[src/rtl/obuf_drain_ctrl_pkg.sv]
// Shared types and default geometry for the OBUF read-side drain controller.
package obuf_drain_ctrl_pkg;

   typedef enum logic [1:0] {
      ST_IDLE  = 2'd0,
      ST_RUN   = 2'd1,
      ST_DRAIN = 2'd2,
      ST_DONE  = 2'd3
   } state_t;

   localparam int DEF_NUM_BANKS     = 16;
   localparam int DEF_READ_WIDTH    = 64;
   localparam int DEF_READ_LATENCY  = 1;
   localparam int DEF_DDR_BANDWIDTH = 512;

   localparam int ROW_W      = DEF_NUM_BANKS * DEF_READ_WIDTH;
   localparam int BEATS      = ROW_W / DEF_DDR_BANDWIDTH;
   localparam int FIFO_DEPTH = DEF_READ_LATENCY + 1;

   // Pointer increment for FIFOs whose depth need not be a power of two.
   function automatic int wrap_inc(input int ptr, input int depth);
      return (ptr == depth - 1) ? 0 : ptr + 1;
   endfunction

endpackage

[src/rtl/obuf_drain_fifo.sv]
// Synchronous row FIFO; head row is presented straight from the storage registers.
module obuf_drain_fifo
   import obuf_drain_ctrl_pkg::*;
#(
   parameter int WIDTH = 1024,
   parameter int DEPTH = 2
) (
   input  logic                           i_clk,
   input  logic                           i_rst_n,
   input  logic                           i_push,
   input  logic [WIDTH-1:0]               i_din,
   input  logic                           i_pop,
   output logic [WIDTH-1:0]               o_dout,
   output logic                           o_full,
   output logic                           o_empty,
   output logic [$clog2(DEPTH+1)-1:0]     o_count
);

   localparam int PW = (DEPTH > 1) ? $clog2(DEPTH) : 1;
   localparam int CW = $clog2(DEPTH + 1);

   logic [WIDTH-1:0] r_mem [DEPTH];
   logic [PW-1:0]    r_wr_ptr;
   logic [PW-1:0]    r_rd_ptr;
   logic [CW-1:0]    r_count;
   logic             w_push;
   logic             w_pop;

   assign o_full  = (r_count == CW'(DEPTH));
   assign o_empty = (r_count == '0);
   assign o_count = r_count;
   assign o_dout  = r_mem[r_rd_ptr];

   // A full FIFO still accepts a push when the head leaves in the same cycle.
   assign w_pop  = i_pop && !o_empty;
   assign w_push = i_push && (!o_full || w_pop);

   always_ff @(posedge i_clk) begin
      if (w_push) begin
         r_mem[r_wr_ptr] <= i_din;
      end
   end

   always_ff @(posedge i_clk) begin
      if (!i_rst_n) begin
         r_wr_ptr <= '0;
         r_rd_ptr <= '0;
         r_count  <= '0;
      end else begin
         if (w_push) begin
            r_wr_ptr <= PW'(wrap_inc(int'(r_wr_ptr), DEPTH));
         end
         if (w_pop) begin
            r_rd_ptr <= PW'(wrap_inc(int'(r_rd_ptr), DEPTH));
         end
         r_count <= r_count + CW'(w_push) - CW'(w_pop);
      end
   end

endmodule

[src/rtl/obuf_drain_ctrl.sv]
// Read-side master for one OBUF tag: issues row reads under a credit limit and
// serialises each returned row into DDR-width beats on a valid/ready stream.
module obuf_drain_ctrl
   import obuf_drain_ctrl_pkg::*;
#(
   parameter int NUM_BANKS       = 16,
   parameter int READ_WIDTH      = 64,
   parameter int READ_ADDR_WIDTH = 8,
   parameter int READ_LATENCY    = 1,
   parameter int DDR_BANDWIDTH   = 512,
   parameter int LEN_WIDTH       = 16
) (
   input  logic                                 clk,
   input  logic                                 reset,
   input  logic                                 start,
   input  logic [READ_ADDR_WIDTH-1:0]           base_addr,
   input  logic [LEN_WIDTH-1:0]                 num_rows,
   output logic                                 busy,
   output logic                                 done,
   output logic [NUM_BANKS-1:0]                 bs_read_req,
   output logic [NUM_BANKS*READ_ADDR_WIDTH-1:0] bs_read_addr,
   input  logic [NUM_BANKS*READ_WIDTH-1:0]      bs_read_data,
   output logic [DDR_BANDWIDTH-1:0]             m_data,
   output logic                                 m_valid,
   input  logic                                 m_ready,
   output logic                                 m_last
);

   localparam int P_ROW_W = NUM_BANKS * READ_WIDTH;
   localparam int P_BEATS = P_ROW_W / DDR_BANDWIDTH;
   localparam int P_DEPTH = READ_LATENCY + 1;
   localparam int CW      = $clog2(P_DEPTH + 1);
   localparam int BW      = (P_BEATS > 1) ? $clog2(P_BEATS) : 1;

   state_t                     r_state;
   logic                       r_busy;
   logic                       r_done;
   logic [READ_ADDR_WIDTH-1:0] r_base;
   logic [LEN_WIDTH-1:0]       r_num;
   logic [LEN_WIDTH-1:0]       r_idx;
   logic [LEN_WIDTH-1:0]       r_rows_out;
   logic [CW-1:0]              r_outst;
   logic [READ_LATENCY-1:0]    r_vld_p;
   logic [BW-1:0]              r_beat;

   logic [P_ROW_W-1:0]         w_head;
   logic [CW-1:0]              w_cnt;
   logic                       w_full;
   logic                       w_empty;
   logic [CW:0]                w_inflight;
   logic                       w_issue;
   logic                       w_ret;
   logic                       w_accept;
   logic                       w_row_end;
   logic                       w_pop;
   logic                       w_last;
   logic [READ_ADDR_WIDTH-1:0] w_addr;

   // Credit: every request in flight already owns a FIFO slot.
   assign w_inflight = {1'b0, r_outst} + {1'b0, w_cnt};
   assign w_issue    = (r_state == ST_RUN) && (w_inflight < (CW+1)'(P_DEPTH)) && !w_full;
   assign w_ret      = r_vld_p[READ_LATENCY-1];
   assign w_addr     = w_issue ? (r_base + r_idx[READ_ADDR_WIDTH-1:0]) : '0;

   assign w_accept  = !w_empty && m_ready;
   assign w_row_end = (r_beat == BW'(P_BEATS - 1));
   assign w_pop     = w_accept && w_row_end;
   assign w_last    = !w_empty && w_row_end && (r_rows_out == r_num - LEN_WIDTH'(1));

   assign bs_read_req  = {NUM_BANKS{w_issue}};
   assign bs_read_addr = {NUM_BANKS{w_addr}};
   assign m_valid      = !w_empty;
   assign m_data       = w_empty ? '0 : w_head[int'(r_beat)*DDR_BANDWIDTH +: DDR_BANDWIDTH];
   assign m_last       = w_last;
   assign busy         = r_busy;
   assign done         = r_done;

   obuf_drain_fifo #(
      .WIDTH (P_ROW_W),
      .DEPTH (P_DEPTH)
   ) u_fifo (
      .i_clk   (clk),
      .i_rst_n (reset),
      .i_push  (w_ret),
      .i_din   (bs_read_data),
      .i_pop   (w_pop),
      .o_dout  (w_head),
      .o_full  (w_full),
      .o_empty (w_empty),
      .o_count (w_cnt)
   );

   always_ff @(posedge clk) begin
      if (!reset) begin
         r_state    <= ST_IDLE;
         r_busy     <= 1'b0;
         r_done     <= 1'b0;
         r_base     <= '0;
         r_num      <= '0;
         r_idx      <= '0;
         r_rows_out <= '0;
         r_outst    <= '0;
         r_vld_p    <= '0;
         r_beat     <= '0;
      end else begin
         r_vld_p <= (r_vld_p << 1) | READ_LATENCY'(w_issue);
         r_outst <= r_outst + CW'(w_issue) - CW'(w_ret);
         r_done  <= 1'b0;
         if (w_issue) begin
            r_idx <= r_idx + LEN_WIDTH'(1);
         end
         if (w_accept) begin
            r_beat <= w_row_end ? '0 : r_beat + BW'(1);
         end
         if (w_pop) begin
            r_rows_out <= r_rows_out + LEN_WIDTH'(1);
         end
         case (r_state)
            ST_IDLE: begin
               if (start) begin
                  r_base     <= base_addr;
                  r_num      <= num_rows;
                  r_idx      <= '0;
                  r_rows_out <= '0;
                  r_beat     <= '0;
                  if (num_rows == '0) begin
                     r_state <= ST_DONE;
                     r_done  <= 1'b1;
                  end else begin
                     r_state <= ST_RUN;
                     r_busy  <= 1'b1;
                  end
               end
            end
            ST_RUN: begin
               if (w_issue && (r_idx == r_num - LEN_WIDTH'(1))) begin
                  r_state <= ST_DRAIN;
               end
            end
            ST_DRAIN: begin
               if (w_accept && w_last) begin
                  r_state <= ST_DONE;
                  r_busy  <= 1'b0;
                  r_done  <= 1'b1;
               end
            end
            default: begin
               r_state <= ST_IDLE;
            end
         endcase
      end
   end

endmodule

[config.mk]
export PLATFORM = sky130hd
export DESIGN_NAME = obuf_drain_ctrl
export DESIGN_NICKNAME = d
export VERILOG_FILES = /design/src/rtl/obuf_drain_ctrl_pkg.sv /design/src/rtl/obuf_drain_fifo.sv /design/src/rtl/obuf_drain_ctrl.sv
export SDC_FILE = /design/constraint.sdc
export NUM_CORES = 2
export LEC_CHECK = 0
export ABC_AREA = 1
export BUFFER_PORTS_ARGS = -buffer_cell sky130_fd_sc_hd__buf_2
export CAP_MARGIN = 20
export CELL_PAD_IN_SITES_DETAIL_PLACEMENT = 0
export CELL_PAD_IN_SITES_GLOBAL_PLACEMENT = 1
export CORE_AREA = 4 4 664 666
export DETAILED_ROUTE_END_ITERATION = 7
export DIE_AREA = 0 0 668 670
export GPL_TIMING_DRIVEN = 0
export HOLD_SLACK_MARGIN = 0.06
export PLACE_DENSITY = 0.54
export SETUP_SLACK_MARGIN = 0.4
export SLEW_MARGIN = 20
export SYNTH_ARGS = -nofsm -noshare
export SYNTH_HDL_FRONTEND = slang
export SYNTH_HIERARCHICAL = 1
export SYNTH_SLANG_ARGS = --single-unit
[constraint.sdc]
create_clock -name clk -period 79.9 [get_ports clk]
set_input_delay 3.995 -clock clk [delete_from_list [all_inputs] [get_ports clk]]
set_output_delay 3.995 -clock clk [all_outputs]
set_load 0.05 [all_outputs]
Word level (Yosys, flattened, before mapping):

Memory sizes are Yosys's and may differ from the RTL's. A register that Yosys moved wholly into a read port is not among the register bits.
Index checks and enable logic that the tools add are counted.
W data, S select, Z words.

* register bits: 68
* bits in writable memories: 2048
* input port bits: 1052
* logic and storage cells: 88
* memories kept: 1

Memories
* u_fifo.r_mem: depth 2, bits a word 1024, rd ports 1, clocked after Yosys merged registers in 1, wr ports 1, RTL line obuf_drain_fifo.sv:22 `logic [WIDTH-1:0] r_mem [DEPTH];`

* add/subtract/negate cells: 12
* magnitude comparators: 1
* eq/ne operators: 9
* shift-type cells: 1
* mux-type cells: 31
* reduce and logical (&&, ||, !) cells: 20

Operators with widths (count)
* $shiftx A1024 B11 Y512: 1
* $mux W512: 1
* $mux W16: 6
* $add A16 B1 Y16 const B: 2
* $eq A16 B16 Y1: 2
* $logic_not A16 Y1: 1
* $mux W1: 16
* $sub A16 B1 Y16 const B: 1
* $logic_and A1 B1 Y1: 10
* $add A8 B8 Y8: 1
* $mux W2: 4
* $mux W8: 1
* $ne A2 B2 Y1 const B: 3
* $pmux W2 S3: 1
* $add A2 B1 Y2: 2
* $eq A2 B2 Y1 const B: 2
* $logic_not A2 Y1: 2
* $pmux W1 S2: 2
* $reduce_and A4 Y1: 1
* $sub A2 B1 Y2: 2
* $add A1 B1 Y1 const B: 3
* $add A2 B2 Y3: 1
* $lt A3 B2 Y1 const B: 1
* $reduce_and A3 Y1: 1
* other kinds (6): 7

Logic depth before layout (Yosys ltp):

* depth in word-level cells: 9
* mapped depth: 18
* mapped depth without buffers: 18

Cells and area by module:

Netlist, hierarchy kept.

By module, submodules not included
* obuf_drain_fifo: times used 1, cells each 3229, area each 75468.6 um^2
* obuf_drain_ctrl: times used 1, cells each 2471, area each 12179.2 um^2

Worst setup path after synthesis:

OpenSTA, ideal clock, no wires.

* kind: in2reg
* from: input m_ready
* to: memory u_fifo.r_mem[0][0] (enable)
* data arrival time: 47172 ps
* required time: 77451 ps
* slack: 30279 ps
* stages: 7
* buffers on the path: 0
* cell sequence: inv_1 > nor2_1 > ha_1 > inv_1 > nand2_1 > nand2_1 > nor2_1

* cells in the longest elaborated chain, start to end: 7

Ends and longest elaborated chain
* from (decl): RTL line obuf_drain_ctrl.sv:25 `input logic m_ready,`
* $logic_and A1 B1 Y1: RTL line obuf_drain_ctrl.sv:65 `assign w_accept = !w_empty && m_ready;`
* $logic_and A1 B1 Y1: RTL line obuf_drain_ctrl.sv:67 `assign w_pop = w_accept && w_row_end;`
* net w_pop: RTL line obuf_drain_ctrl.sv:55 `logic w_pop;`
* $logic_and A1 B1 Y1: RTL line obuf_drain_fifo.sv:35 `assign w_pop = i_pop && !o_empty;`
* $logic_or A1 B1 Y1: RTL line obuf_drain_fifo.sv:36 `assign w_push = i_push && (!o_full || w_pop);`
* $logic_and A1 B1 Y1: RTL line obuf_drain_fifo.sv:36
* $mux W1: RTL line obuf_drain_fifo.sv:39 `if (w_push) begin`
* $mux W1 (not written as such): RTL line obuf_drain_fifo.sv:40 `r_mem[r_wr_ptr] <= i_din;`
* to (decl): RTL line obuf_drain_fifo.sv:22

The timed path passes the listed nets, and every way through them passes these cells.

Final worst setup path:

* from: register r_beat
* to: output m_data[71]

* cells in the longest elaborated chain, start to end: 2

Ends and longest elaborated chain
* from (decl): RTL line obuf_drain_ctrl.sv:44 `logic [BW-1:0] r_beat;`
* from (signal assigned): RTL line obuf_drain_ctrl.sv:113 `r_beat <= w_row_end ? '0 : r_beat + BW'(1);`
* $shiftx A1024 B11 Y512: RTL line obuf_drain_ctrl.sv:73 `assign m_data = w_empty ? '0 : w_head[int'(r_beat)*DDR_BANDWIDTH +: DDR_BANDWIDTH];`
* $mux W512: RTL line obuf_drain_ctrl.sv:73
* to (decl): RTL line obuf_drain_ctrl.sv:23 `output logic [DDR_BANDWIDTH-1:0] m_data,`

Every way passes these cells.

==> run metrics <==
first-pass GRT wire length=slightly above 500000 µm; worst reg2reg endpoint=u_fifo/r_mem[0][843]; Psw=between 1000 and 1500 µW; hold slack=0.498 ns; fraction of registers with async set/reset=0%; sequential area share after synthesis=between 70% and 80%; total negative slack=0 ns; #FFs+latches synth=around 2100; CP Launch Type=register; hold path start=u_fifo/r_rd_ptr; final setup fails=0; internal reg-to-reg setup slack=75.15 ns; syn_area_per_cell=between 15 and 20 µm²; Worst Max-Slew Pin Slew=about 1.0 ns; Yosys warning count=6; Detail Route Antenna Nets=0; critical path arrival=about 5.1 ns; Area growth syn-to-layout=29.9%; reg2reg path depth=17; most common cell after layout, fill and taps aside=edfxtp_1; TritonCTS Sinks=2117; Tmin final=about 9.1 ns; Final Skew=around 0.04 ns; worst-path fanout max=10; Reg clk slew, reported paths=0.05 ns; routed length per instance=approximately 28 µm; # rows=around 240; reg2reg start=u_fifo/o_count[1]; # port buffers=between 1500 and 2000; Synth cell types=43; core area=roughly 0.43 mm²; CTS Buf Count=262; Initial DRC Count=between 4000 and 5000; # DRC=0; Via density=about 4; CTS tree=yes; Hold Path End=u_fifo/r_rd_ptr; number of synthesized flops with an enable pin=about 2000; WP data required=between 70 and 80 ns; dpl cell area=about 0.11 mm²; share of cells above drive strength 1=about 44%; period utilization=a little under an eighth; most frequent cells in the layout=edfxtp_1 (2048), buf_2 (1783), nor2_1 (1119), mux2_2 (664), o21ai_0 (552); Most used DFF post-synth=edfxtp_1; Hold WC Path Type=register to register; GR Util met3=between 4 and 5%; fin. max-slew vios=0; Clk pwr share=around 35%; Reg power frac=approximately 41%; f_max=about 110 MHz; Net Count, Synth=about 6800; Detail Placement HPWL=between 300000 and 400000 µm; Comb pwr share=roughly a quarter; I/O pins=1712; post-CTS sizing=0; final WL=roughly 390000 µm; clock buffer depth=4; DIE AREA=about 0.45 mm²; GR Util met2=between 30% and 40%; Mapped Area=roughly 0.088 mm²; Final GP Congestion=between 0.8 and 0.9; Starting Density=20.2%; Placement Setup Slack=around 70 ns; Int Power=about 2200 µW; H-tree Lvls=5; drt first pass iters=5; initial antenna violation count=368; max-cap viol count=0; Finished Cell Area=around 0.11 mm²; vias in the first global route=~56000; status=finished, final reports clean; hold path cells=2; CTS Root Cell=clkbuf_16; grt total ovfl=0; via count=approximately 56000; Sw Share=approximately a third; postcts setup bufs=0; Relative slew margins=a little under a third; CP Launch Point=r_beat; met1 Use GR=17.9%; Final Hold Viols=0; Clock Latency Late Sink=~0.9 ns; Worst Setup End Kind=output port; final setup margin=~71 ns; GRT Max-Usage Layer=met2; hold_buf cts=0; Post-Synthesis Cells=5700; largest net degree at the start of global routing=95; GR Util All Layers=16.5%; worst setup path class=register to output port; Die Height=between 600 and 700 µm; Leakage Power=around 0.043 µW; Max IR drop VDD=0.0175 mV; die width=roughly 670 µm; RSZ-0062 raised after global routing=false; Final nets=slightly below 9000; pwr/cell area=29.3 mW/mm²; final core occ=26.2%
==> metrics by stage <==
step | power (µW) | instances
6_report | 3340 | 13798
2_1_floorplan | 2100 | 5700
3_3_place_gp | 2570 | 13145
4_1_cts | 3390 | 13693
5_1_grt | 3470 | 13732
3_5_place_dp | 2230 | 13223
==> routing by layer <==
metal / share of wire (%) / vias to the layer above
met1: 36 / 27618
met2: 52 / 2308
met5: 0.21 / -
met3: 7.2 / 915
li1: - / 25083
met4: 4.0 / 132
==> how the worst max path moves through the flow <==
stage,end,slack [ns],depth (start not counted)
after detailed placement,m_data[73],71.30,9
after global routing,m_data[73],70.43,9
after global placement,u_fifo/r_mem[0][323],-0.31,8
final,m_data[71],70.82,9
after CTS,m_data[73],70.28,9
after floorplan,u_fifo/r_mem[0][0],30.28,7
==> critical path, stage by stage, from the launching register on <==
cell and delay (ns):
dfxtp_1 0.33, buf_4 0.47, buf_1 0.69, inv_2 0.48, clkbuf_2 0.37, buf_16 0.23, clkbuf_1 0.43, nor2_1 0.74
nor2_1 0.11, buf_2 0.26
==> power groups by stage <==
stage	registers (µW)	logic [µW]	clock network (µW)
finish	1370	816	1150
global route	1380	868	1230
CTS	1370	838	1190
detailed placement	1390	835	0
global placement	1780	782	0
floorplan	1620	478	0
==> registers in the layout, summed over array words and instances, names as in the netlist, named ones only <==
name / cells
r_num: 16
u_fifo/r_wr_ptr: 1
r_base: 8
r_beat: 1
u_fifo/r_mem: 2048
r_idx: 16
r_outst: 2
done: 1
busy: 1
u_fifo/r_rd_ptr: 1
u_fifo/o_count: 2
r_rows_out: 16
r_vld_p: 1
r_state: 2
==> cell families (layout without fill, tap and decap cells) <==
group	Yosys count	count (layout)	share of synthesized area (%)
flip-flops	2117	2117	71.7
AND/OR/NAND/NOR	1401	1401	6.35
multiplexers	1024	1024	14.7
AO/OA/AOI/OAI	602	602	3.45
buffers and inverters	516	2776	3.26
adder cells (fa/ha/maj)	20	20	0.303
XOR/XNOR	20	20	0.200
other	0	104	0
==> layout make-up <==
class	instances	area, µm²
antenna	104	260
clock buffer	331	6910
buffer	430	2560
multi-input combinational	3067	22000
inverter	86	330
sequential	2117	62900
fill	45102	320000
timing repair buffer	1790	10400
clock inverter	139	1360
tap	5734	7170
==> synthesized netlist by cell type, types with 42 or more instances <==
master	count	area, µm²
clkbuf_1	177	664
buf_6	42	473
buf_4	136	1020
nand3_1	86	430
a21oi_1	42	210
inv_1	80	300
dfxtp_1	69	1380
nand2_1	135	507
nor2_1	1125	4220
o21ai_0	554	2770
mux2_4	360	5410
edfxtp_1	2048	61500
buf_2	74	370
mux2_2	664	7480
Note: power is estimated with default switching activity, not from simulation.
